==> src/rtl/multi_mode_stopwatch_pkg.sv <==
// Shared types and constants for the multi-mode stopwatch: FSM states,
// the packed time record and the per-field widths and limits.
package multi_mode_stopwatch_pkg;

  typedef enum logic [1:0] {
    ST_STOP    = 2'd0,
    ST_RUN     = 2'd1,
    ST_EXPIRED = 2'd2
  } state_e;

  localparam int HR_W   = 5;
  localparam int MN_W   = 6;
  localparam int SC_W   = 6;
  localparam int CS_W   = 7;
  localparam int TIME_W = HR_W + MN_W + SC_W + CS_W;

  localparam logic [SC_W-1:0] SEC_MAX = 6'd59;
  localparam logic [MN_W-1:0] MIN_MAX = 6'd59;

  // Same bit layout as i_load_time / o_lap_time: {hour, min, sec, centisec}.
  typedef struct packed {
    logic [HR_W-1:0] hr;
    logic [MN_W-1:0] mn;
    logic [SC_W-1:0] sc;
    logic [CS_W-1:0] cs;
  } time_t;

endpackage

==> src/rtl/multi_mode_stopwatch_lap_fifo.sv <==
// Lap buffer: small FIFO with a registered head-of-queue output and a
// synchronous flush. A push into a full buffer is dropped.
module lap_fifo
  import multi_mode_stopwatch_pkg::*;
#(
  parameter int DEPTH = 4,
  parameter int CW    = $clog2(DEPTH + 1)
) (
  input  logic              clk,
  input  logic              rst,
  input  logic              clear,
  input  logic              push,
  input  logic              pop,
  input  logic [TIME_W-1:0] din,
  output logic [TIME_W-1:0] dout,
  output logic [CW-1:0]     count,
  output logic              full
);

  localparam int PW = (DEPTH > 1) ? $clog2(DEPTH) : 1;

  logic [TIME_W-1:0] mem [DEPTH];
  logic [PW-1:0]     wr_q, rd_q, rd_nx;
  logic [CW-1:0]     count_d;
  logic              push_ok, pop_ok;

  function automatic logic [PW-1:0] ptr_inc(input logic [PW-1:0] p);
    return (p == PW'(DEPTH - 1)) ? '0 : p + 1'b1;
  endfunction

  assign push_ok = push && !clear && !full;
  assign pop_ok  = pop && !clear && (count != '0);
  assign rd_nx   = ptr_inc(rd_q);

  always_comb begin
    count_d = count;
    case ({push_ok, pop_ok})
      2'b10:   count_d = count + 1'b1;
      2'b01:   count_d = count - 1'b1;
      default: count_d = count;
    endcase
  end

  always_ff @(posedge clk) begin
    if (push_ok) mem[wr_q] <= din;
  end

  always_ff @(posedge clk or posedge rst) begin
    if (rst) begin
      wr_q  <= '0;
      rd_q  <= '0;
      count <= '0;
      full  <= 1'b0;
      dout  <= '0;
    end else if (clear) begin
      wr_q  <= '0;
      rd_q  <= '0;
      count <= '0;
      full  <= 1'b0;
      dout  <= '0;
    end else begin
      if (push_ok) wr_q <= ptr_inc(wr_q);
      if (pop_ok)  rd_q <= rd_nx;
      count <= count_d;
      full  <= (count_d == CW'(DEPTH));
      // Head output follows the new oldest entry; a simultaneous push into a
      // one-entry buffer becomes the head directly since it is not in mem yet.
      if (pop_ok) begin
        if (count == CW'(1)) dout <= push_ok ? din : '0;
        else                 dout <= mem[rd_nx];
      end else if (push_ok && count == '0) begin
        dout <= din;
      end
    end
  end

endmodule

==> src/rtl/multi_mode_stopwatch.sv <==
// Up/down stopwatch with preset load, expiry on down-count to zero and a
// FIFO of captured lap times.
module multi_mode_stopwatch
  import multi_mode_stopwatch_pkg::*;
#(
  parameter int CLK_HZ    = 100_000_000,
  parameter int TICK_HZ   = 100,
  parameter int HOUR_MOD  = 24,
  parameter int LAP_DEPTH = 4
) (
  input  logic                           clk,
  input  logic                           rst,
  input  logic                           i_clear,
  input  logic                           i_runstop,
  input  logic                           i_dir,
  input  logic                           i_load,
  input  logic [23:0]                    i_load_time,
  input  logic                           i_lap,
  input  logic                           i_lap_rd,
  output logic [6:0]                     msec,
  output logic [5:0]                     sec,
  output logic [5:0]                     min,
  output logic [4:0]                     hour,
  output logic                           o_running,
  output logic                           o_expired,
  output logic [23:0]                    o_lap_time,
  output logic [$clog2(LAP_DEPTH+1)-1:0] o_lap_count,
  output logic                           o_lap_full
);

  localparam int DIV = CLK_HZ / TICK_HZ;
  localparam int PW  = $clog2(DIV);
  localparam logic [CS_W-1:0] CS_MAX = CS_W'(TICK_HZ - 1);
  localparam logic [HR_W-1:0] HR_MAX = HR_W'(HOUR_MOD - 1);

  state_e        state_q, state_d;
  logic [PW-1:0] presc_q, presc_d;
  time_t         time_q, time_d, up_t, dn_t, sat_t, ld_t;
  logic          tick, at_zero, lap_push;

  assign ld_t     = time_t'(i_load_time);
  assign tick     = (state_q == ST_RUN) && (presc_q == PW'(DIV - 1));
  assign at_zero  = (time_q == '0);
  assign lap_push = i_lap && (state_q != ST_EXPIRED);

  always_comb begin
    up_t = time_q;
    if (time_q.cs != CS_MAX) up_t.cs = time_q.cs + 1'b1;
    else begin
      up_t.cs = '0;
      if (time_q.sc != SEC_MAX) up_t.sc = time_q.sc + 1'b1;
      else begin
        up_t.sc = '0;
        if (time_q.mn != MIN_MAX) up_t.mn = time_q.mn + 1'b1;
        else begin
          up_t.mn = '0;
          up_t.hr = (time_q.hr == HR_MAX) ? '0 : time_q.hr + 1'b1;
        end
      end
    end
  end

  always_comb begin
    dn_t = time_q;
    if (time_q.cs != '0) dn_t.cs = time_q.cs - 1'b1;
    else begin
      dn_t.cs = CS_MAX;
      if (time_q.sc != '0) dn_t.sc = time_q.sc - 1'b1;
      else begin
        dn_t.sc = SEC_MAX;
        if (time_q.mn != '0) dn_t.mn = time_q.mn - 1'b1;
        else begin
          dn_t.mn = MIN_MAX;
          dn_t.hr = (time_q.hr == '0) ? HR_MAX : time_q.hr - 1'b1;
        end
      end
    end
  end

  always_comb begin
    sat_t.cs = (ld_t.cs > CS_MAX)  ? CS_MAX  : ld_t.cs;
    sat_t.sc = (ld_t.sc > SEC_MAX) ? SEC_MAX : ld_t.sc;
    sat_t.mn = (ld_t.mn > MIN_MAX) ? MIN_MAX : ld_t.mn;
    sat_t.hr = (ld_t.hr > HR_MAX)  ? HR_MAX  : ld_t.hr;
  end

  always_comb begin
    state_d = state_q;
    presc_d = presc_q;
    time_d  = time_q;
    if (state_q == ST_RUN) presc_d = tick ? '0 : presc_q + 1'b1;
    if (i_clear) begin
      state_d = ST_STOP;
      presc_d = '0;
      time_d  = '0;
    end else if (i_load && state_q != ST_RUN) begin
      state_d = ST_STOP;
      presc_d = '0;
      time_d  = sat_t;
    end else begin
      if (i_runstop) begin
        if (state_q == ST_STOP)     state_d = ST_RUN;
        else if (state_q == ST_RUN) state_d = ST_STOP;
      end
      // Expiry wins over a same-cycle pause so a finished countdown is never lost.
      if (tick) begin
        if (!i_dir) time_d = up_t;
        else if (at_zero) state_d = ST_EXPIRED;
        else begin
          time_d = dn_t;
          if (dn_t == '0) state_d = ST_EXPIRED;
        end
      end
    end
  end

  always_ff @(posedge clk or posedge rst) begin
    if (rst) begin
      state_q   <= ST_STOP;
      presc_q   <= '0;
      time_q    <= '0;
      o_running <= 1'b0;
      o_expired <= 1'b0;
    end else begin
      state_q   <= state_d;
      presc_q   <= presc_d;
      time_q    <= time_d;
      o_running <= (state_q == ST_RUN);
      o_expired <= (state_q == ST_EXPIRED);
    end
  end

  assign msec = time_q.cs;
  assign sec  = time_q.sc;
  assign min  = time_q.mn;
  assign hour = time_q.hr;

  lap_fifo #(
    .DEPTH (LAP_DEPTH)
  ) u_lap_fifo (
    .clk   (clk),
    .rst   (rst),
    .clear (i_clear),
    .push  (lap_push),
    .pop   (i_lap_rd),
    .din   (time_q),
    .dout  (o_lap_time),
    .count (o_lap_count),
    .full  (o_lap_full)
  );

endmodule

==> config.mk <==
export PLATFORM = sky130hd
export DESIGN_NAME = multi_mode_stopwatch
export DESIGN_NICKNAME = d
export VERILOG_FILES = /design/src/rtl/multi_mode_stopwatch_pkg.sv /design/src/rtl/multi_mode_stopwatch_lap_fifo.sv /design/src/rtl/multi_mode_stopwatch.sv
export SDC_FILE = /design/constraint.sdc
export NUM_CORES = 1
export LEC_CHECK = 0
export ABC_CLOCK_PERIOD_IN_PS = 2820
export BUFFER_PORTS_ARGS = -buffer_cell sky130_fd_sc_hd__buf_2
export CORE_MARGIN = 2
export CORE_UTILIZATION = 35
export DETAILED_ROUTE_END_ITERATION = 10
export HOLD_SLACK_MARGIN = 0.1
export PLACE_DENSITY = 0.61
export REMOVE_ABC_BUFFERS = 1
export SLEW_MARGIN = 20
export SYNTH_ARGS = -nofsm -noshare
export SYNTH_HDL_FRONTEND = slang
export SYNTH_SLANG_ARGS = --single-unit
==> constraint.sdc <==
create_clock -name clk -period 2.82 [get_ports clk]
set_input_delay 0.705 -clock clk [delete_from_list [all_inputs] [get_ports clk]]
set_output_delay 0.705 -clock clk [all_outputs]
set_load 0.05 [all_outputs]
==> results of run 1 <==
==> placed cells by master (no fill, tap or decap), drive strengths merged, types with 25 or more instances in the layout <==
cell type / n
buf: 146
o21ai: 63
dfrtp: 80
nor2: 76
edfxtp: 96
inv: 42
a21oi: 48
nand3: 29
a22oi: 25
nand2: 70
==> path summary, 6_finish.rpt <==
| kind | to | startpoint | slack [ns] |
|---|---|---|---|
| worst max-delay path | state_q[1] | sec[2] | 0.20 |
| worst min-delay path | o_expired | rst | 0.35 |
| worst max register to register | state_q[1] | sec[2] | 0.20 |
| worst min register to register | u_lap_fifo.dout[21] | u_lap_fifo.dout[21] | 0.47 |
| max in group asynchronous | sec[4] | rst | 2.10 |
| min in group clk | u_lap_fifo.dout[21] | u_lap_fifo.dout[21] | 0.47 |
==> registers in the layout, indices dropped and copies added (netlist names) <==
name / flops
u_lap_fifo.mem: 96
u_lap_fifo.dout: 24
presc_q: 20
msec: 7
min: 6
sec: 6
hour: 5
u_lap_fifo.count: 3
state_q: 2
u_lap_fifo.rd_q: 2
u_lap_fifo.wr_q: 2
o_expired: 1
o_running: 1
u_lap_fifo.full: 1
==> worst max-delay path: cells and delay by family, from the launching register on <==
| kind | cells | cell delay, ns |
|---|---|---|
| flops | 1 | 0.41 |
| simple gates | 4 | 1.59 |
| compound gates | 3 | 0.58 |
==> per-stage QoR <==
step / instances / setup WS [ns]
2_1_floorplan: 770 / -0.721
3_3_place_gp: 1246 / 0.171
3_5_place_dp: 1246 / 0.0819
4_1_cts: 1278 / 0.164
5_1_grt: 1278 / 0.00850
6_report: 1278 / 0.195
==> timing repair <==
action / CTS / global route
gates resized for setup: 0 / 3
setup endpoints to repair: 0 / 11
buffers inserted: 0 / 0
==> cells by family after synthesis <==
logic type	count (synthesis)	share of synthesized area, %
flip-flops	176	54.2
AO/OA/AOI/OAI	207	14.7
XOR/XNOR	25	2.43
adder cells (fa/ha/maj)	24	3.33
AND/OR/NAND/NOR	274	15.0
buffers and inverters	88	3.78
multiplexers	29	6.56
==> power breakdown <==
group / internal [mW] / total [mW] / leakage (nW) / switching, mW
clock: 1.25 / 2.51 / 0.307 / 1.26
combinational: 0.568 / 1.72 / 2.06 / 1.15
sequential: 2.90 / 2.99 / 1.95 / 0.0888
total: 4.72 / 7.21 / 4.32 / 2.50
==> per-layer routing <==
layer	part of all wire (%)	track usage, %
met5	0	0
met4	1.0	4.31
met3	4.6	3.11
met2	49	29.5
met1	45	24.1
==> layout make-up <==
type                       count  area share [%]
timing repair buffer         146            9.03
tap                          330            3.79
clock inverter                15            1.97
inverter                      35            1.22
sequential                   176            44.9
clock buffer                  17            3.91
multi-input combinational    559            35.2
==> results.md, run 1 <==
* Outcome: complete, no violations
* Effective utilization at floorplan at 35.7%
* Proportion of synthesized flip-flops having asynchronous set or reset at 45.5%
* Max Clock Freq at 381 MHz
* Synthesized area divided by synthesized cell count at 11.0 µm²
* Data required time at the worst endpoint at 3.20 ns
* Final Hold Viols at 0
* Maximum fanout count along the critical path at 5
* Unique masters post-synth at 62
* Drt drc at 0
* Count of maximum capacitance violations at 0
* Post-synthesis sequential area ratio at 54.2%
* Predominant post-synthesis flop cell: sky130_fd_sc_hd__edfxtp_1
* Worst-skew pair later-pin latency at 0.44 ns
* Count of flip-flops with a built-in enable after synthesis at 96
* Netlist area before placement at 9010 µm²
* Period utilization at 93.1%
* PortBufs at 85
* Endpoint arrival time on the critical path at 3.01 ns
* Power Density at 663 nW/µm²
* Area of the multi-input gates at 3830 µm²
* Launching element type of the critical path: register
* TritonCTS clock tree: yes
* Library cell occupying the most area in the post-synthesis netlist: sky130_fd_sc_hd__edfxtp_1
* Initial antenna violation count at 0
* DRT iter0 DRCs at 478
* Placed Area at 10200 µm²
* Number of max-slew violations in the final report at 0
* Hold Slack at 0.349 ns
* Worst R2R Path Depth at 7
* Top cells by area in the synthesized netlist: sky130_fd_sc_hd__edfxtp_1, sky130_fd_sc_hd__dfrtp_1, sky130_fd_sc_hd__mux4_2
* Largest incremental delay on the critical path at 0.56 ns
* Reg area at 4880 µm²
* Maximum clock path buffer count at 2
* Wire length of the first global-routing pass at 36.8 mm
* Worst VDD drop at 0.379 mV
* Maximum number of pins on one net before global-route repair at 81
* Core footprint at 25300 µm²
* DRT Pass-1 Iters at 5
* Via total after detailed routing at 6942
* Clock edge transition at the registers on the reported setup and hold paths at 0.08 ns
* DIE HEIGHT at 164 µm
* Transition time of the tightest slew-check pin at 0.723 ns
* Cell area after layout at 10900 µm²
* Antenna diode count at 0
* Worst Setup End Kind: register
* Sum of net half-perimeters after detailed placement at 15.5 mm
* Setup violations, final at 0
* Warnings from Yosys at 0
* Setup skew after layout at 0.0122 ns
* Critical-path cell list: nor4_4 > nand4_1 > o31ai_1 > o21ai_1 > or4_1 > nor4_4 > o21a_1
* Count of antenna-violating nets left after detailed routing at 0
* Die Area at 27100 µm²
* Top cell type's share of synthesized area at 32.0%
* Slowest CP cell: sky130_fd_sc_hd__or4_1
* #FFs+latches synth at 176
* Row count at 58
* Total detailed-routing wirelength at 23.0 mm
* Crit Path Class: register to register
* Utilization after layout at 43.1%
* Horiz. Die Dim at 164 µm
* Via count of the first global-routing pass at 6695
* Count of filler cells inserted in the layout at 2397
* Proportion of layout cells with a drive suffix above 1 at 23.1%
* Number of levels in the clock H-tree at 4
* All-Layer GR Usage at 17.7%
* I/O pins at 86
* TritonCTS sink count at 176
* Leakage power figure at 4.32 nW
* Clock root buffer: sky130_fd_sc_hd__clkbuf_16
* Most common cell in the netlist: sky130_fd_sc_hd__edfxtp_1
* Overall power consumption at 7.21 mW
* Layout Area Growth over Synthesis at 20.8%
* Critical Path Most Common Cell: sky130_fd_sc_hd__nor4_4
* List of most frequent post-synthesis cells: sky130_fd_sc_hd__edfxtp_1, sky130_fd_sc_hd__dfrtp_1, sky130_fd_sc_hd__nor2_1
* Grt total ovfl at 0
* Via density at 5.43
* Post-route minimum period at 2.62 ns
* Routability Congestion at 0.884
* TritonCTS Buffers at 17
* Number of instances in the synthesized netlist at 823
* Unrepaired setup endpoints after global routing: no
* Setup_tns at 0 ns
* Min-delay worst type: input port to async pin
* Drt wl/cell at 18.0 µm
* Rel. slew slack at 51.4%
* Number of hold-repair buffers added at the cts stage at 0
* Number of nets in the final layout at 991
(Power assumes the default switching activity.)
==> run 2: changes to the inputs <==
Settings changed: CORE_ASPECT_RATIO set to 0.8.
==> results.md, run 2 (synthesis results as in run 1) <==
* Transition time of the tightest slew-check pin at 0.547 ns
* Maximum fanout count along the critical path at 11
* Number of levels in the clock H-tree at 4
* PortBufs at 85
* All-Layer GR Usage at 17.6%
* Drt wl/cell at 18.2 µm
* Setup violations, final at 0
* Outcome: complete, no violations
* Setup_tns at 0 ns
* Utilization after layout at 42.7%
* Power Density at 649 nW/µm²
* Routability Congestion at 0.864
* Most frequent standard cell in the layout excluding fill and tap cells: sky130_fd_sc_hd__edfxtp_1
* Flip-flop count of the largest register, all copies and words added at 96
* Commonest cells after routing, fill and taps aside: sky130_fd_sc_hd__edfxtp_1, sky130_fd_sc_hd__buf_2, sky130_fd_sc_hd__dfrtp_1, sky130_fd_sc_hd__nor2_1, sky130_fd_sc_hd__nand2_1
* DRT Pass-1 Iters at 5
* Total detailed-routing wirelength at 23.2 mm
* Row count at 52
* DRT iter0 DRCs at 699
* Period utilization at 92.5%
* Maximum number of pins on one net before global-route repair at 35
* Via total after detailed routing at 6997
* Max Clock Freq at 383 MHz
* DIE HEIGHT at 148 µm
* Endpoint arrival time on the critical path at 2.97 ns
* Crit path max-delay family: simple AND/OR/NAND/NOR gates
* Worst-skew pair later-pin latency at 0.43 ns
* Clock edge transition at the registers on the reported setup and hold paths at 0.07 ns
* RR Startpoint: sec[2]
* Via count of the first global-routing pass at 6597
* Number of hold-repair buffers added at the cts stage at 0
* Unrepaired setup endpoints after global routing: no
* Effective utilization at floorplan at 35.6%
* Data required time at the worst endpoint at 3.19 ns
* Maximum clock path buffer count at 2
* Count of maximum capacitance violations at 0
* Launching element type of the critical path: register
* Largest incremental delay on the critical path at 0.52 ns
* Initial antenna violation count at 0
* Grt total ovfl at 0
* Clock root buffer: sky130_fd_sc_hd__clkbuf_16
* Layout Area Growth over Synthesis at 20.0%
* Worst Setup End Kind: register
* Count of filler cells inserted in the layout at 2405
* Via density at 5.49
* Leakage power figure at 4.30 nW
* Setup skew after layout at 0.0139 ns
* Crit Path Class: register to register
* Rel. slew slack at 63.5%
* Count of antenna-violating nets left after detailed routing at 0
* TritonCTS clock tree: yes
* Number of max-slew violations in the final report at 0
* Wire length of the first global-routing pass at 37.1 mm
* Startpoint of the most critical setup path: sec[2]
* Sum of net half-perimeters after detailed placement at 16.1 mm
* Number of nets in the final layout at 993
* Critical-path cell list: nor4_4 > nand4_1 > buf_4 > nor3_2 > o22ai_1 > or4_1 > nor4_4 > o21a_1
* Slowest CP cell: sky130_fd_sc_hd__or4_1
* Die Area at 27100 µm²
* Drt drc at 0
* Worst VDD drop at 0.427 mV
* Horiz. Die Dim at 183 µm
* Reg area at 4880 µm²
* Bufs and invs on worst path at 1
* TritonCTS sink count at 176
* Regs by FF count: u_lap_fifo.mem (96), u_lap_fifo.dout (24), presc_q (20)
* I/O pins at 86
* TritonCTS Buffers at 17
* Final Hold Viols at 0
* Proportion of layout cells with a drive suffix above 1 at 23.1%
* Post-route minimum period at 2.61 ns
* Antenna diode count at 0
* Register name with the most flops: u_lap_fifo.mem
* Core footprint at 25300 µm²
* Area of the multi-input gates at 3820 µm²
* Min-delay worst type: input port to async pin
* Critical Path Most Common Cell: sky130_fd_sc_hd__nor4_4
[run 2: what timing repair did]
item	4_1_cts	5_1_grt
gates resized for setup	0	2
setup buffers	0	2
setup endpoints to repair	0	2
[run 2: worst register-to-register path, stage by stage, from the launching register on]
cell,delay [ns]
sky130_fd_sc_hd__dfrtp_1,0.41
sky130_fd_sc_hd__nor4_4,0.43
sky130_fd_sc_hd__nand4_1,0.25
sky130_fd_sc_hd__buf_4,0.24
sky130_fd_sc_hd__nor3_2,0.15
sky130_fd_sc_hd__o22ai_1,0.09
sky130_fd_sc_hd__or4_1,0.52
sky130_fd_sc_hd__nor4_4,0.28
sky130_fd_sc_hd__o21a_1,0.17
[run 2: through the flow]
step | setup WS, ns | power, mW | instance area, µm² | hold WS [ns] | instances
2_1_floorplan | -0.721 | 4.15 | 8810 | 0.492 | 770
3_3_place_gp | 0.145 | 4.73 | 10200 | 0.457 | 1240
3_5_place_dp | 0.0877 | 4.75 | 10200 | 0.466 | 1240
4_1_cts | 0.158 | 7.06 | 10800 | 0.307 | 1272
5_1_grt | 0.00178 | 7.34 | 10800 | 0.327 | 1274
6_report | 0.212 | 7.02 | 10800 | 0.294 | 1274
[run 2: layout make-up]
| type | count | share of cell area [%] |
|---|---|---|
| flip-flops and latches | 176 | 45.2 |
| multi-input cells | 559 | 35.4 |
| repair buffers | 148 | 9.23 |
| clock buffers | 18 | 3.97 |
| well taps | 324 | 3.75 |
| clock inverters | 14 | 1.32 |
| inverters | 35 | 1.23 |
[run 2: where the power goes]
| group | switching [mW] | internal, mW | leakage, nW |
|---|---|---|---|
| clock | 1.13 | 1.18 | 0.279 |
| sequential | 0.0773 | 2.90 | 1.95 |
| combinational | 1.17 | 0.572 | 2.07 |
[run 2: final timing paths]
check / endpoint / slack, ns / cells after the start
setup / recovery: state_q[1] / 0.21 / 8
hold / removal: hour[2] / 0.29 / 2
setup reg to reg: state_q[1] / 0.21 / 8
hold reg to reg: u_lap_fifo.dout[10] / 0.48 / 2
max in group asynchronous: presc_q[2] / 1.82 / 3
min in group clk: u_lap_fifo.dout[10] / 0.48 / 2
[run 2: metal layers]
metal | global-route usage (%) | vias up | share of wire (%)
li1 | - | 3305 | -
met1 | 25.2 | 3465 | 47
met2 | 27.8 | 210 | 46
met3 | 3.38 | 17 | 5.7
met4 | 4.24 | 0 | 1.1
met5 | 0 | - | 0
==> run 3: changes to the inputs <==
--- a/config.mk
+++ b/config.mk
@@ -20 +20,2 @@
 export SYNTH_SLANG_ARGS = --single-unit
+export TNS_END_PERCENT = 5
==> constraint.sdc (replaced) <==
create_clock -name clk -period 2.82 [get_ports clk]
set_input_delay 0.141 -clock clk [delete_from_list [all_inputs] [get_ports clk]]
set_output_delay 0.141 -clock clk [all_outputs]
set_load 0.05 [all_outputs]
==> results.md, run 3 (synthesis results as in run 1) <==
* Data required time at the worst endpoint at 3.19 ns
* Wire length of the first global-routing pass at 37.5 mm
* Crit Path Class: register to register
* Count of maximum capacitance violations at 0
* Non-filler instance count after layout at 1287
* Number of nets in the final layout at 1006
* Reg area at 4880 µm²
* DRT Pass-1 Iters at 5
* Power Density at 653 nW/µm²
* All-Layer GR Usage at 18.0%
* Unrepaired setup endpoints after global routing: yes
* I/O pins at 86
* TritonCTS clock tree: yes
* Total detailed-routing wirelength at 23.6 mm
* Maximum number of pins on one net before global-route repair at 50
* Min-delay worst type: input port to register
* Clock root buffer: sky130_fd_sc_hd__clkbuf_16
* DIE HEIGHT at 148 µm
* Leakage power figure at 4.36 nW
* Transition time of the tightest slew-check pin at 0.730 ns
* Worst Setup End Kind: register
* Endpoint arrival time on the critical path at 3.04 ns
* Setup skew after layout at 0.00985 ns
* Most frequent standard cell in the layout excluding fill and tap cells: sky130_fd_sc_hd__edfxtp_1
* Number of levels in the clock H-tree at 4
* Launching element type of the critical path: register
* Via total after detailed routing at 6959
* DRT iter0 DRCs at 549
* Effective utilization at floorplan at 35.6%
* Die Area at 27100 µm²
* Max Clock Freq at 375 MHz
* Rel. slew slack at 51.0%
* Overall power consumption at 7.15 mW
* Setup violations, final at 0
* Grt total ovfl at 0
* Horiz. Die Dim at 183 µm
* Number of max-slew violations in the final report at 0
* PortBufs at 85
* TritonCTS sink count at 176
* Drt drc at 0
* TritonCTS Buffers at 17
* Row count at 52
* Maximum fanout count along the critical path at 11
* Hold Slack at 0.119 ns
* Layout Area Growth over Synthesis at 21.5%
* Initial antenna violation count at 0
* Via density at 5.41
* Register name with the most flops: u_lap_fifo.mem
* Commonest cells after routing, fill and taps aside: sky130_fd_sc_hd__edfxtp_1, sky130_fd_sc_hd__buf_2, sky130_fd_sc_hd__dfrtp_1, sky130_fd_sc_hd__nor2_1, sky130_fd_sc_hd__nand2_1
* Proportion of layout cells with a drive suffix above 1 at 22.7%
* Antenna diode count at 0
* Drt wl/cell at 18.3 µm
* Period utilization at 94.6%
* Routability Congestion at 0.886
* Area of the multi-input gates at 3820 µm²
* Final Hold Viols at 0
* Inst Count DP at 1241
* Regs by FF count: u_lap_fifo.mem (96), u_lap_fifo.dout (24), presc_q (20)
* Sum of net half-perimeters after detailed placement at 16.1 mm
* Count of filler cells inserted in the layout at 2382
* Core footprint at 25300 µm²
* Worst VDD drop at 0.400 mV
* Outcome: complete, no violations
* Maximum clock path buffer count at 2
* Count of antenna-violating nets left after detailed routing at 0
* Via count of the first global-routing pass at 6773
* Worst-skew pair later-pin latency at 0.44 ns
* Flip-flop count of the largest register, all copies and words added at 96
* Clock edge transition at the registers on the reported setup and hold paths at 0.07 ns
* Post-route minimum period at 2.67 ns
-- run 3: critical path, cell delays in order (launching register included) --
cell	delay, ns
sky130_fd_sc_hd__dfrtp_1	0.41
sky130_fd_sc_hd__nor4_4	0.42
sky130_fd_sc_hd__nand4_1	0.27
sky130_fd_sc_hd__buf_4	0.25
sky130_fd_sc_hd__nor3_2	0.16
sky130_fd_sc_hd__o22ai_1	0.08
sky130_fd_sc_hd__or4_1	0.48
sky130_fd_sc_hd__nor4_2	0.34
sky130_fd_sc_hd__o21a_1	0.19
-- run 3: layer usage --
layer,track usage [%],part of all wire [%]
met1,25.1,47
met2,28.7,47
met3,3.79,6.0
met4,4.68,0.68
met5,0,0
-- run 3: where the power goes --
group          switching (mW)  internal, mW  total, mW
Combinational            1.17         0.577       1.75
Clock                    1.07          1.34       2.41
Sequential             0.0783          2.90       2.98
Total                    2.32          4.82       7.15
-- run 3: timing repair --
item                                    CTS  global route
hold buffers                             14             0
resized for setup                         0             3
endpoints found under the setup margin    0             9
buffers inserted                          0             0
hold endpoints to repair                 60             0
-- run 3: path summary, 6_finish.rpt --
kind	slack, ns	endpoint	start	cells past startpoint
min	0.12	hour[1]	i_load_time[20]	4
max in group asynchronous	1.72	min[5]	rst	4
min reg2reg	0.47	u_lap_fifo.dout[12]	u_lap_fifo.dout[12]	2
max reg2reg	0.15	state_q[1]	sec[2]	8
min in group asynchronous	0.36	hour[2]	rst	3
max	0.15	state_q[1]	sec[2]	8
-- run 3: metrics by stage --
stage	setup TNS (ns)	area [µm²]	setup slack, ns	util, %
after CTS	0	10900	0.111	43.2
final	0	11000	0.152	43.3
after global routing	-0.000943	11000	-0.000943	43.3
after floorplan	-18.66	8810	-0.721	-
after detailed placement	0	10200	0.138	40.3
after global placement	0	10200	0.153	40.3
-- run 3: final cells by class --
| cell class | instances | area share (%) |
|---|---|---|
| Clock buffer | 18 | 3.92 |
| Tap cell | 324 | 3.70 |
| Clock inverter | 14 | 1.55 |
| Sequential cell | 176 | 44.6 |
| Inverter | 35 | 1.22 |
| Multi-Input combinational cell | 559 | 34.9 |
| Timing Repair Buffer | 161 | 10.1 |
